<file path="config.mk">
export PLATFORM = sky130hd
export DESIGN_NAME = ring_phase_monitor_flat
export DESIGN_NICKNAME = d
export VERILOG_FILES = /design/src/rtl/ring_phase_monitor_if.sv /design/src/rtl/ring_phase_monitor.sv /design/src/flat_wrapper.sv
export SDC_FILE = /design/constraint.sdc
export NUM_CORES = 1
export LEC_CHECK = 0
export ABC_AREA = 1
export BUFFER_PORTS_ARGS = -buffer_cell sky130_fd_sc_hd__buf_2
export CAP_MARGIN = 20
export CORE_UTILIZATION = 50
export DETAILED_ROUTE_END_ITERATION = 8
export PLACE_DENSITY = 0.7
export SLEW_MARGIN = 0
export SYNTH_ARGS = -nofsm -noshare
export SYNTH_HDL_FRONTEND = slang
export SYNTH_SLANG_ARGS = --single-unit
</file>
<file path="constraint.sdc">
create_clock -name clk -period 1.75 [get_ports clk]
set_clock_uncertainty 0.1 [all_clocks]
set_input_delay 0.175 -clock clk [delete_from_list [all_inputs] [get_ports clk]]
set_output_delay 0.175 -clock clk [all_outputs]
set_load 0.005 [all_outputs]
</file>
<file path="src/rtl/ring_phase_monitor_if.sv">
// Bus between a ring-counter consumer and ring_phase_monitor: one-hot count in,
// phase/rotation/lock/error status out.
interface ring_phase_monitor_if #(
    parameter int N     = 4,
    parameter int ROT_W = 4
);
    localparam int PW = $clog2(N);

    logic [N-1:0]     count;
    logic             clr;
    logic [PW-1:0]    phase;
    logic [ROT_W-1:0] rotations;
    logic             lock;
    logic             err;

    modport master (output count, clr, input phase, rotations, lock, err);
    modport slave  (input count, clr, output phase, rotations, lock, err);
endinterface

</file>
<file path="src/rtl/ring_phase_monitor.sv">
// Checks a one-hot ring count for legal single-position advances; reports phase,
// rotations, lock and error. Define STICKY_ERR_EN to hold faults until clr.
//
// state | meaning
// IDLE  | first edge after reset, waiting for any one-hot value
// ACQ   | counting consecutive legal steps toward lock
// LOCK  | sequence verified; rotations counted
// FAULT | illegal value or step seen; err asserted
module ring_phase_monitor #(
    parameter int N          = 4,
    parameter int LOCK_STEPS = 3,
    parameter int ROT_W      = 4,
    parameter int SHIFT_LEFT = 1
) (
    input  logic             clk,
    input  logic             override_n,
    ring_phase_monitor_if.slave bus
);
    localparam int PW = $clog2(N);

    typedef enum logic [1:0] {IDLE, ACQ, LOCK, FAULT} state_t;

    state_t           state;
    logic [N-1:0]     prev;
    logic [3:0]       good_cnt;
    logic [PW-1:0]    phase_q;
    logic [ROT_W-1:0] rot_q;
    logic             lock_q;
    logic             err_q;

    logic             onehot;
    logic             step_ok;
    logic             wrap_bit;
    logic             fault_exit;
    logic [N-1:0]     expect_next;
    logic [PW-1:0]    idx;

    generate
        if (SHIFT_LEFT != 0) begin : g_left
            assign expect_next = {prev[N-2:0], prev[N-1]};
            assign wrap_bit    = bus.count[0];
        end else begin : g_right
            assign expect_next = {prev[0], prev[N-1:1]};
            assign wrap_bit    = bus.count[N-1];
        end
    endgenerate

    assign onehot  = (bus.count != '0) && ((bus.count & (bus.count - 1'b1)) == '0);
    assign step_ok = onehot && (bus.count == expect_next);

`ifdef STICKY_ERR_EN
    assign fault_exit = bus.clr && onehot;
`else
    assign fault_exit = onehot;
`endif

    always_comb begin
        idx = '0;
        for (int i = 0; i < N; i++) begin
            if (bus.count[i]) idx = PW'(i);
        end
    end

    always_ff @(posedge clk or negedge override_n) begin
        if (!override_n) begin
            state    <= IDLE;
            prev     <= '0;
            good_cnt <= '0;
            phase_q  <= '0;
            rot_q    <= '0;
            lock_q   <= 1'b0;
            err_q    <= 1'b0;
        end else begin
            prev <= bus.count;
            if (onehot) phase_q <= idx;

            // clear wins over a same-edge wrap increment
            if (bus.clr)
                rot_q <= '0;
            else if (state == LOCK && step_ok && wrap_bit)
                rot_q <= rot_q + ROT_W'(1);

            case (state)
                IDLE: begin
                    good_cnt <= '0;
                    lock_q   <= 1'b0;
                    if (onehot) begin
                        state <= ACQ;
                        err_q <= 1'b0;
                    end else begin
                        state <= FAULT;
                        err_q <= 1'b1;
                    end
                end
                ACQ: begin
                    if (!step_ok) begin
                        state    <= FAULT;
                        err_q    <= 1'b1;
                        lock_q   <= 1'b0;
                        good_cnt <= '0;
                    end else if (good_cnt == 4'(LOCK_STEPS - 1)) begin
                        state  <= LOCK;
                        lock_q <= 1'b1;
                    end else begin
                        good_cnt <= good_cnt + 4'd1;
                    end
                end
                LOCK: begin
                    if (!step_ok) begin
                        state    <= FAULT;
                        err_q    <= 1'b1;
                        lock_q   <= 1'b0;
                        good_cnt <= '0;
                    end
                end
                default: begin
                    lock_q   <= 1'b0;
                    good_cnt <= '0;
                    if (fault_exit) begin
                        state <= ACQ;
                        err_q <= 1'b0;
                    end else begin
                        err_q <= 1'b1;
                    end
                end
            endcase
        end
    end

    assign bus.phase     = phase_q;
    assign bus.rotations = rot_q;
    assign bus.lock      = lock_q;
    assign bus.err       = err_q;
endmodule

</file>
<file path="src/flat_wrapper.sv">
// flat-port wrapper written by rule: the top's interface ports become plain ports
module ring_phase_monitor_flat 
#(
    parameter int N          = 4,
    parameter int LOCK_STEPS = 3,
    parameter int ROT_W      = 4,
    parameter int SHIFT_LEFT = 1
)
  (clk, override_n, bus_count, bus_clr, bus_phase, bus_rotations, bus_lock, bus_err);
  ring_phase_monitor_if #(.N(N), .ROT_W(ROT_W)) bus_i ();
  input  logic clk;
  input  logic override_n;
  input wire logic [$bits(bus_i.count)-1:0] bus_count;
  input wire logic [$bits(bus_i.clr)-1:0] bus_clr;
  output wire logic [$bits(bus_i.phase)-1:0] bus_phase;
  output wire logic [$bits(bus_i.rotations)-1:0] bus_rotations;
  output wire logic [$bits(bus_i.lock)-1:0] bus_lock;
  output wire logic [$bits(bus_i.err)-1:0] bus_err;
  assign bus_i.count = bus_count;
  assign bus_i.clr = bus_clr;
  assign bus_phase = bus_i.phase;
  assign bus_rotations = bus_i.rotations;
  assign bus_lock = bus_i.lock;
  assign bus_err = bus_i.err;
  ring_phase_monitor #(.N(N), .LOCK_STEPS(LOCK_STEPS), .ROT_W(ROT_W), .SHIFT_LEFT(SHIFT_LEFT)) u_core (.clk(clk), .override_n(override_n), .bus(bus_i));
endmodule
</file>
**After elaboration in Yosys (flattened, before gate mapping)**

Cells that the tools add are included.

- Add/subtract/negate cells: 3
- Equality and inequality tests: 8
- Mux-type cells: 22
- Bitwise operators: 1
- Reductions and logical operators: 13

Operator list:

| cell | count |
|---|---|
| two-way mux 4 bit | 5 |
| two-way mux 2 bit | 7 |
| adder 4 x 1 -> 4 bit, second input constant | 2 |
| case mux 4 bit (2 select lines) | 1 |
| nonzero test 4 bit | 2 |
| two-way mux 1 bit | 7 |
| inequality test 3 bit, second input constant | 2 |
| case mux 2 bit (3 select lines) | 1 |
| AND 4 bit | 1 |
| equality test 4 x 2 -> 1 bit, second input constant | 1 |
| equality test 4 bit | 1 |
| logical AND 1 bit | 4 |
| zero test 4 bit | 1 |
| inequality test 2 bit, second input constant | 2 |
| AND reduction 2 bit | 2 |
| subtractor 4 x 1 -> 4 bit, second input constant | 1 |
| AND reduction 3 bit | 1 |
| equality test 2 x 1 -> 1 bit, second input constant | 1 |
| equality test 2 bit, second input constant | 1 |
| zero test 2 bit | 1 |
| case mux 1 bit (2 select lines) | 1 |
| nonzero test 2 bit | 1 |
| OR reduction 2 bit | 1 |

- Register bits: 18
- Input bits: 7
- Output and inout port bits: 8

**Logic depth before layout (Yosys ltp)**

Gate-level depths: netlist (run 1).

- Word-level depth: 9
- Depth in mapped cells: 11
- Mapped depth without buffers: 10

**Worst setup path after synthesis (run 1)**

Ideal clock, no wire load.

- Path type: register to register
- Start point: register u_core.state[1]
- End point: register u_core.good_cnt[1]
- Data arrival time: 1.315 ns
- Required time: 1.529 ns
- Setup slack: 0.213 ns
- Stages on the path, launching flop included: 8
- Cell sequence: dfrtp_1 inv_1 ha_1 inv_1 nor4_2 o21ai_2 nand3b_1 nand2_1

- Cells in the longest elaborated chain, start to end: 3
- Elaborated cells between the ends (all ways): 6
- Those cells by class: 4 x eq/ne; 1 x mux; 1 x reduce/logical

RTL lines:

| element | RTL line | source |
|---|---|---|
| start, declared | ring_phase_monitor.sv:23 | `state_t state;` |
| start signal, assigned | ring_phase_monitor.sv:66 | `state <= IDLE;` |
| start signal, assigned | ring_phase_monitor.sv:88 | `state <= ACQ;` |
| start signal, assigned | ring_phase_monitor.sv:91 | `state <= FAULT;` |
| equality test 2 x 1 -> 1 bit / equality test 2 bit (equally long branches) | ring_phase_monitor.sv:83 | `case (state)` |
| inequality test 3 bit (no line) / inequality test 2 bit (equally long branches) | n/a |  |
| AND reduction 2 bit (no line) | n/a |  |
| end signal, assigned | ring_phase_monitor.sv:105 | `good_cnt <= good_cnt + 4'd1;` |
| end, declared | ring_phase_monitor.sv:25 | `logic [3:0] good_cnt;` |

Several ways; a longest one is shown, not always the timed one.
A chain may end at the register's enable or synchronous reset.

**Worst setup path in the final report (run 1)**

Same ends and word-level chain as after synthesis.

==> results of run 1 <==
cells by family after synthesis:
family          count (synthesis)
xor+xnor                        4
compound gates                 12
simple gates                   74
fa+ha+maj                       7
flops                          18
buf+inv                        22
Yosys cell counts (all sizes together):
master / number
nand4: 4
dfrtp: 18
nand3: 11
inv: 20
xnor2: 1
buf: 1
nor3: 5
xor2: 3
o211ai: 3
nand3b: 1
nor4: 1
clkbuf: 1
a21oi: 4
ha: 7
o21bai: 1
nand2: 43
o21ai: 4
nor2: 9
worst register-to-register path: cells and delay by family, from the launching register on:
kind                       cells  cell delay (ns)
and+or+nand+nor                3             0.50
DFF                            1             0.42
buffers and inverters          2             0.21
adders and majority gates      1             0.18
AOI/OAI and AO/OA              1             0.12
metrics by stage:
step	instances	power [mW]	setup slack (ns)	hold WS (ns)	area, um^2
after floorplan	137	0.866	0.213	-0.221	1190
after global placement	177	0.950	0.153	0.0310	1270
after detailed placement	177	0.963	0.0487	0.0422	1270
after CTS	184	1.18	0.0425	0.00516	1340
after global routing	184	1.27	0.0253	0.00727	1350
final	184	1.18	0.119	0.0151	1350
flip-flops by register name (all words and copies together), names as in the netlist:
signal                count
u_core.prev               4
u_core.bus.rotations      4
u_core.bus.err            1
u_core.state              2
u_core.bus.phase          2
u_core.good_cnt           4
u_core.bus.lock           1
what timing repair did:
item                                    in CTS  in global routing
setup buffers                                0                  0
gates resized for setup                      0                  2
hold buffers                                 4                  0
endpoints found under the setup margin       0                  5
hold endpoints to repair                    21                  0
area by class of cell:
class	instances	share of cell area [%]
flip-flops and latches	18	33.4
multi-input cells	97	48.4
well taps	28	2.60
clock buffers	3	1.67
repair buffers	18	8.16
inverters	20	5.75
per-layer routing:
layer / vias up / GRT usage [%]
met5: - / 0
met4: 0 / 10.6
met3: 7 / 2.73
met2: 20 / 30.9
met1: 424 / 23.8
li1: 478 / -
worst paths after layout:
check | from | endpoint | slack [ns] | depth (start not counted)
max in group asynchronous | override_n | u_core.state[1] | 1.04 | 2
min in group asynchronous | override_n | u_core.prev[2] | 0.23 | 2
max reg2reg | u_core.state[1] | u_core.good_cnt[1] | 0.12 | 7
min reg2reg | u_core.bus.phase[1] | u_core.bus.phase[1] | 0.38 | 2
max | u_core.state[1] | u_core.good_cnt[1] | 0.12 | 7
min | bus_count[0] | u_core.prev[0] | 0.02 | 1
power by group through the flow:
stage               sequential [mW]  clock, mW  combinational, mW
CTS                           0.500      0.222              0.463
detailed placement            0.508          0              0.455
global placement              0.505          0              0.445
global route                  0.506      0.232              0.535
finish                        0.500      0.208              0.476
floorplan                     0.504          0              0.362
==> flow_summary.toml, run 1 <==
[yosys]
synth_area_per_cell_um2 = 8.66
synth_xor_area_share_pct = 2.95
ys_types = 29
synth.ff_latch_count = 18
synth_mux_area_share_pct = 0
synth-compound-area-share_pct = 6.54
synth_top_area_cell = "dfrtp_1"
syn_nets = 151
synthCells = 137
yosys.area_share.adder_pct = 7.38
synth_area_leaders = "dfrtp_1 38%, nand2_1 11%, ha_1 7.4%"
synth_top_family_by_area = "simple AND/OR/NAND/NOR gates"
syn_area_um2 = 1190
yosys_warnings = 0
netlist.area_leader.share_pct = 38.0
ys_seq_area_share_pct = 38.0
yosys.area_share.simple_pct = 37.2

[drt]
top_layer_used = "met4"
met2WireLength_um = 966
route.detailed.drc = 0
first_pass_iters = 4
drtIter0Drc = 18
routedWlPerCell_um = 11.3
wl_mm = 2.08
wirelength_met1_um = 987
num_vias = 929
ant_nets = 0
vias_per_cell = 5.05
wl_met3_um = 73

[place]
dp.final_hpwl_mm = 1.56
place.gp.congestion = 0.816
portBuffers = 14

[setup_path]
crit_slowest_cell = "dfrtp_1"
endpoint_kind = "register"
path_common_cell = "inv_1"
criticalPathCategory = "register to register"
crit_arrival_ns = 1.72
cp_data_required_time_ns = 1.84
crit_chain = "inv_1 > ha_1 > inv_1 > nor4_4 > o21ai_2 > nand3b_1 > nand2_1"
cp_num_buf_inv = 2
cp_max_fo = 6
max_stage_delay_ns = 0.42
start_kind = "register"
critPathTopFamily = "simple AND/OR/NAND/NOR gates"

[power_and_ir_drop]
power.leakage_nw = 0.749
power_frac_seq_pct = 42.3
power_frac_comb_pct = 40.2
p_sw_share_pct = 39.0
switchingPower_mw = 0.462
p_int_mw = 0.722
clkPwrFrac_pct = 17.5
ir_drop_uv = 712
powerDensity_nw_per_um2 = 878

[grt]
grt_max_degree = 19
grt_use_total_pct = 18.9
gr-total-overflow = 0
grt_pass1_wl_mm = 3.58
antenna_found_initial = 0
grt_pass1_vias = 839

[floorplan]
core-area_um2 = 2230
die_w_um = 50.7
rows = 17
design.die.area_um2 = 2570
die_h_um = 50.7
start_util_pct = 53.1
io_pins = 15

[cts]
path_clk_slew_ns = 0.10
cts_buffers = 3
htree_levels = 1
cts_tree = "done"
clockRootBuffer = "clkbuf_4"
cts.sinks = 18
worstSkewPairLatency_ns = 0.30
clk_path_buf_depth = 2

[sta]
setup_viol = 0
slew_violations = 0
period_minus_slack_ns = 1.63
rsz0062_at_grt = "false"
fmax_ghz = 0.613
worst_slew_pin_slew_ns = 0.407
finalHoldViolCount = 0
relSlewSlack_pct = 72.8
period_share_pct = 93.2
timing.setup.tns_ns = 0

[final_layout]
nFillCells = 197
multi_input_area_um2 = 653
final_cell_mix = "35 x nand2_1, 18 x dfrtp_1, 15 x inv_1"
fin_util_pct = 60.4
num_antenna_cells = 0
layout.nets = 172
area_growth_pct = 13.7
post_route_cells_drive_above_1_share_pct = 26.9
layout_commonest_cell = "nand2_1"
register_area_um2 = 450

[worst_hold_path]
hp-class = "input port to register"

[outcome]
status = "finished clean"

[job]
cap_violations = 0
Power figures use the tool's default switching activity.
==> run 2, diff against run 1 <==
--- a/config.mk
+++ b/config.mk
@@ -8,9 +8,11 @@
 export ABC_AREA = 1
 export BUFFER_PORTS_ARGS = -buffer_cell sky130_fd_sc_hd__buf_2
 export CAP_MARGIN = 20
-export CORE_UTILIZATION = 50
+export CELL_PAD_IN_SITES_DETAIL_PLACEMENT = 0
+export CELL_PAD_IN_SITES_GLOBAL_PLACEMENT = 1
+export CORE_UTILIZATION = 42
 export DETAILED_ROUTE_END_ITERATION = 8
-export PLACE_DENSITY = 0.7
+export PLACE_DENSITY_LB_ADDON = 0.1
 export SLEW_MARGIN = 0
 export SYNTH_ARGS = -nofsm -noshare
 export SYNTH_HDL_FRONTEND = slang
==> run 2 against run 1 <==
  * Global-route usage decreased by 2.8 points
  * Non-clock buffer count rose by 1
  * Total power decreased by 0.69%
  * Sequential share of layout area decreased by 0.18 points
  * Clock power about the same
  * Via count down 3.4%
  * Final area rose by 0.56%
  * Setup slack better by 0.021 ns
  * First-iteration DRC count shrank 78%
==> flow_summary.toml, run 2 (synthesized netlist as in run 1, its figures left out) <==
[floorplan]
die_w_um = 55.1
die_h_um = 55.1
rows = 18
core-area_um2 = 2570
io_pins = 15
start_util_pct = 46.2
design.die.area_um2 = 3040

[grt]
met3_usage_pct = 2.46
antenna_found_initial = 0
grt_use_total_pct = 16.1
grtUsageMet1_pct = 20.6
grt_pass1_vias = 835
met2_usage_pct = 26.3
grt_max_degree = 19
busiest_layer = "met2"
gr-total-overflow = 0
grt_pass1_wl_mm = 3.44

[setup_path]
cp_max_fo = 7
r2r_start = "u_core.state[1]"
path_common_cell = "nand2_1"
crit_chain = "dlygate4sd3_1 > buf_2 > inv_2 > nand2_1 > nand2_1 > nor2_4 > nand3_4 > nor2_8 > nand2_4 > nand3_1 > nand2_1"
crit_slowest_cell = "dlygate4sd3_1"
r2r_cells = 7
endpoint_kind = "register"
max_stage_delay_ns = 0.52
criticalPathCategory = "input port to register"
start_kind = "input port"
reg2reg_to = "u_core.good_cnt[0]"
crit_arrival_ns = 1.70
r2r_slack_ns = 0.16
cp_data_required_time_ns = 1.84

[final_layout]
layout.nets = 173
nFillCells = 256
post_route_cells_drive_above_1_share_pct = 27.4
fin_util_pct = 52.8
multi_input_area_um2 = 651
register_area_um2 = 450
fin_area_um2 = 1360
finalNonFillerCells = 187
num_antenna_cells = 0
area_growth_pct = 14.3
final_cell_mix = "35 x nand2_1, 18 x dfrtp_1, 14 x inv_1, 14 x buf_2, 8 x nand3_1"
layout_commonest_cell = "nand2_1"

[drt]
num_vias = 897
routedWlPerCell_um = 10.8
vias_per_cell = 4.80
first_pass_iters = 2
drtIter0Drc = 4
ant_nets = 0
wl_mm = 2.02
route.detailed.drc = 0

[sta]
rsz0062_at_grt = "false"
timing.setup.tns_ns = 0
slew_violations = 0
relSlewSlack_pct = 73.1
setup_viol = 0
worst_slew_pin_slew_ns = 0.403
hold_slack_ns = 0.0212
fmax_ghz = 0.621
layout_setup_ws_ns = 0.140
period_minus_slack_ns = 1.61
finalHoldViolCount = 0
period_share_pct = 92.0

[worst_hold_path]
holdCritStartpoint = "bus_count[0]"
hp-class = "input port to register"
whs_endpoint = "u_core.prev[0]"
min_delay_path_depth = 1

[cts]
path_clk_slew_ns = 0.11
clockRootBuffer = "clkbuf_4"
cts_setup_buffers = 0
worstSkewPairLatency_ns = 0.29
cts.sinks = 18
cts_tree = "done"
clk_path_buf_depth = 2
htree_levels = 1
cts_buffers = 3

[power_and_ir_drop]
p_total_mw = 1.18
powerDensity_nw_per_um2 = 867
power.leakage_nw = 0.755
ir_drop_uv = 634

[job]
cap_violations = 0

[place]
dp.final_hpwl_mm = 1.55
post_dp_cell_area_um2 = 1280
place.gp.congestion = 0.800
pre_cts_slack_ns = 0.0922
place_inst = 180
portBuffers = 14

[outcome]
status = "finished clean"
run 2: cell count changes in the layout (fill, tap and decap cells not counted):
cell,before,now
buf_4,0,1
ha_2,1,0
ha_1,6,7
inv_1,15,14
inv_2,4,5
run 2: how the worst max path moves through the flow:
stage,from,endpoint,slack [ns],depth (start not counted)
after floorplan,u_core.state[1],u_core.good_cnt[1],0.21,7
after global placement,u_core.state[1],u_core.good_cnt[0],0.14,7
after detailed placement,u_core.state[1],u_core.good_cnt[0],0.09,7
after CTS,u_core.state[1],u_core.good_cnt[0],0.06,7
after global routing,u_core.state[1],u_core.good_cnt[1],0.03,7
final,bus_count[2],u_core.bus.rotations[0],0.14,11
run 2: layout make-up:
class | count | area share, %
clock buffer | 3 | 1.66
inverter | 20 | 5.72
multi-input combinational | 97 | 48.0
sequential | 18 | 33.2
tap | 30 | 2.77
timing repair buffer | 19 | 8.67
run 2: metal layers:
layer,vias to the layer above,wire length [um]
li1,484,-
met1,402,1010
met2,9,938
met3,2,50
met4,0,15
met5,-,0
run 2: critical path, delay by kind of cell:
family                 cells  cell delay (ns)
and+or+nand+nor            8             0.81
buffers and inverters      3             0.72
run 2: where the power goes:
| part | total, mW | internal (mW) | switching, mW |
|---|---|---|---|
| Clock | 0.206 | 0.0799 | 0.126 |
| Sequential | 0.499 | 0.463 | 0.0353 |
| Combinational | 0.471 | 0.175 | 0.296 |
| Total | 1.18 | 0.718 | 0.458 |
run 2: what timing repair did:
item,CTS,global route
gates resized for setup,0,2
hold buffers,4,0
endpoints found under the hold margin,21,0
endpoints found under the setup margin,0,4
==> run 3, diff against run 2 <==
--- a/config.mk
+++ b/config.mk
@@ -8,9 +8,10 @@
 export ABC_AREA = 1
 export BUFFER_PORTS_ARGS = -buffer_cell sky130_fd_sc_hd__buf_2
 export CAP_MARGIN = 20
-export CELL_PAD_IN_SITES_DETAIL_PLACEMENT = 0
-export CELL_PAD_IN_SITES_GLOBAL_PLACEMENT = 1
-export CORE_UTILIZATION = 42
+export CELL_PAD_IN_SITES_DETAIL_PLACEMENT = 2
+export CELL_PAD_IN_SITES_GLOBAL_PLACEMENT = 2
+export CORE_UTILIZATION = 34
+export CTS_CLUSTER_SIZE = 10
 export DETAILED_ROUTE_END_ITERATION = 8
 export PLACE_DENSITY_LB_ADDON = 0.1
 export SLEW_MARGIN = 0
==> run 3 against run 2 <==
  * Non-clock buffer count rose by 3
  * Core utilization fell by 9.8 points
  * Clock-buffer cell count rose by 1
  * Clock power rose by 35%
  * Die area rose by 23%
  * Sequential power rose by 1%
  * First-iteration DRC count rose to 10 times the previous value
  * Total power rose by 9.7%
  * Critical path depth fell by 1
  * Final area rose by 5.8%
  * Sequential share of layout area fell by 1.8 points
  * Combinational power rose by 7.4%
  * Critical endpoint is now u_core.good_cnt[2]
  * Largest power group is now combinational logic
==> flow_summary.toml, run 3 (synthesized netlist as in run 1, its figures left out) <==
[floorplan]
die_w_um = 61.1
start_util_pct = 35.5
die_h_um = 61.1
core-area_um2 = 3340
design.die.area_um2 = 3730
io_pins = 15
rows = 21

[setup_path]
cp_max_fo = 10
crit_arrival_ns = 1.90
start_kind = "input port"
cp_data_required_time_ns = 1.91
criticalPathCategory = "input port to register"
endpoint_kind = "register"

[final_layout]
post_route_cells_drive_above_1_share_pct = 29.8
layout_commonest_cell = "nand2_1"
layout.nets = 176
area_growth_pct = 21.0
num_antenna_cells = 0
finalNonFillerCells = 207
final_cell_mix = "34 x nand2_1, 18 x dfrtp_1, 14 x inv_1"
nFillCells = 378

[drt]
wl_mm = 2.84
first_pass_iters = 2
drtIter0Drc = 41
num_vias = 986
vias_per_cell = 4.76
route.detailed.drc = 0
routedWlPerCell_um = 13.7
ant_nets = 0

[cts]
cts_buffers = 3
htree_levels = 1
worstSkewPairLatency_ns = 0.31
cts.sinks = 18
cts_tree = "done"
clk_path_buf_depth = 2
path_clk_slew_ns = 0.12
clockRootBuffer = "clkbuf_4"

[sta]
worst_slew_pin_slew_ns = 0.462
period_share_pct = 99.2
finalHoldViolCount = 0
fmax_ghz = 0.576
period_minus_slack_ns = 1.74
slew_violations = 0
setup_viol = 0
relSlewSlack_pct = 69.2

[grt]
gr-total-overflow = 0
grt_max_degree = 19
grt_pass1_wl_mm = 4.42
antenna_found_initial = 0
grt_use_total_pct = 16.3
grt_pass1_vias = 967

[power_and_ir_drop]
p_total_mw = 1.29
powerDensity_nw_per_um2 = 898
power.leakage_nw = 0.779
ir_drop_uv = 290

[place]
portBuffers = 14
dp.final_hpwl_mm = 2.08
place_inst = 195
place.gp.congestion = 0.834

[worst_hold_path]
hp-class = "input port to register"

[job]
cap_violations = 0

[outcome]
status = "finished clean"
==> run 3: cell types whose count changed in the layout (fill, tap and decap cells not counted), sizes merged <==
cell	delta
buf	+2
clkbuf	+1
dlygate4sd3	+1
==> run 3: per-layer routing <==
layer / up-vias / wire length [um] / global-route usage, % / share of wire (%)
li1: 487 / - / - / -
met1: 485 / 1300 / 20.2 / 46
met2: 11 / 1460 / 28.6 / 51
met3: 3 / 48 / 2.52 / 1.7
met4: 0 / 38 / 6.17 / 1.3
met5: - / 0 / 0 / 0
==> run 3: layout make-up <==
cell class              instances  area [um^2]  area share, %
inverters                      20         77.6           5.41
well taps                      46         57.6           4.01
repair buffers                 22          158           11.0
clock buffers                   4         36.3           2.53
flip-flops and latches         18          450           31.4
multi-input cells              97          656           45.7
==> run 3: timing repair <==
item / CTS / global route
hold buffers: 5 / 0
gates resized for setup: 1 / 10
setup buffers: 0 / 3
pin swaps: 0 / 6
hold endpoints to repair: 22 / 0
endpoints found under the setup margin: 4 / 11
==> run 3: through the flow <==
stage	setup slack (ns)	TNS (ns)	utilization (%)	hold slack, ns	area [um^2]
floorplan	0.213	0	-	-0.221	1190
global placement	0.128	0	38.9	0.0514	1300
detailed placement	-0.0278	-0.0278	38.9	0.0520	1300
CTS	0.0429	0	41.7	0.107	1390
global route	-0.0517	-0.0562	43.0	0.132	1440
finish	0.0141	0	43.0	0.113	1440
==> run 3: power by group <==
part           leakage [nW]  internal (mW)  switching (mW)
registers             0.230          0.463          0.0410
clock network        0.0210          0.127           0.152
logic                 0.528          0.185           0.320
==> run 3: critical path, cell delays in order <==
cell           delay (ns)
dlygate4sd3_1        0.55
buf_6                0.15
nor2_2               0.13
nand3_2              0.12
nand2_4              0.12
nand3_4              0.16
buf_4                0.18
nor3_1               0.16
nand2_1              0.10
nand2_1              0.06
==> run 3: worst paths after layout <==
path | from | to | slack (ns) | cells after the start
setup / recovery | bus_count[0] | u_core.good_cnt[2] | 0.01 | 10
hold / removal | bus_clr | u_core.bus.rotations[0] | 0.11 | 4
min in group asynchronous | override_n | u_core.bus.lock | 0.23 | 2
max in group asynchronous | override_n | u_core.state[1] | 1.00 | 2
hold reg to reg | u_core.bus.phase[0] | u_core.bus.phase[0] | 0.41 | 2
setup reg to reg | u_core.state[0] | u_core.bus.rotations[2] | 0.12 | 7
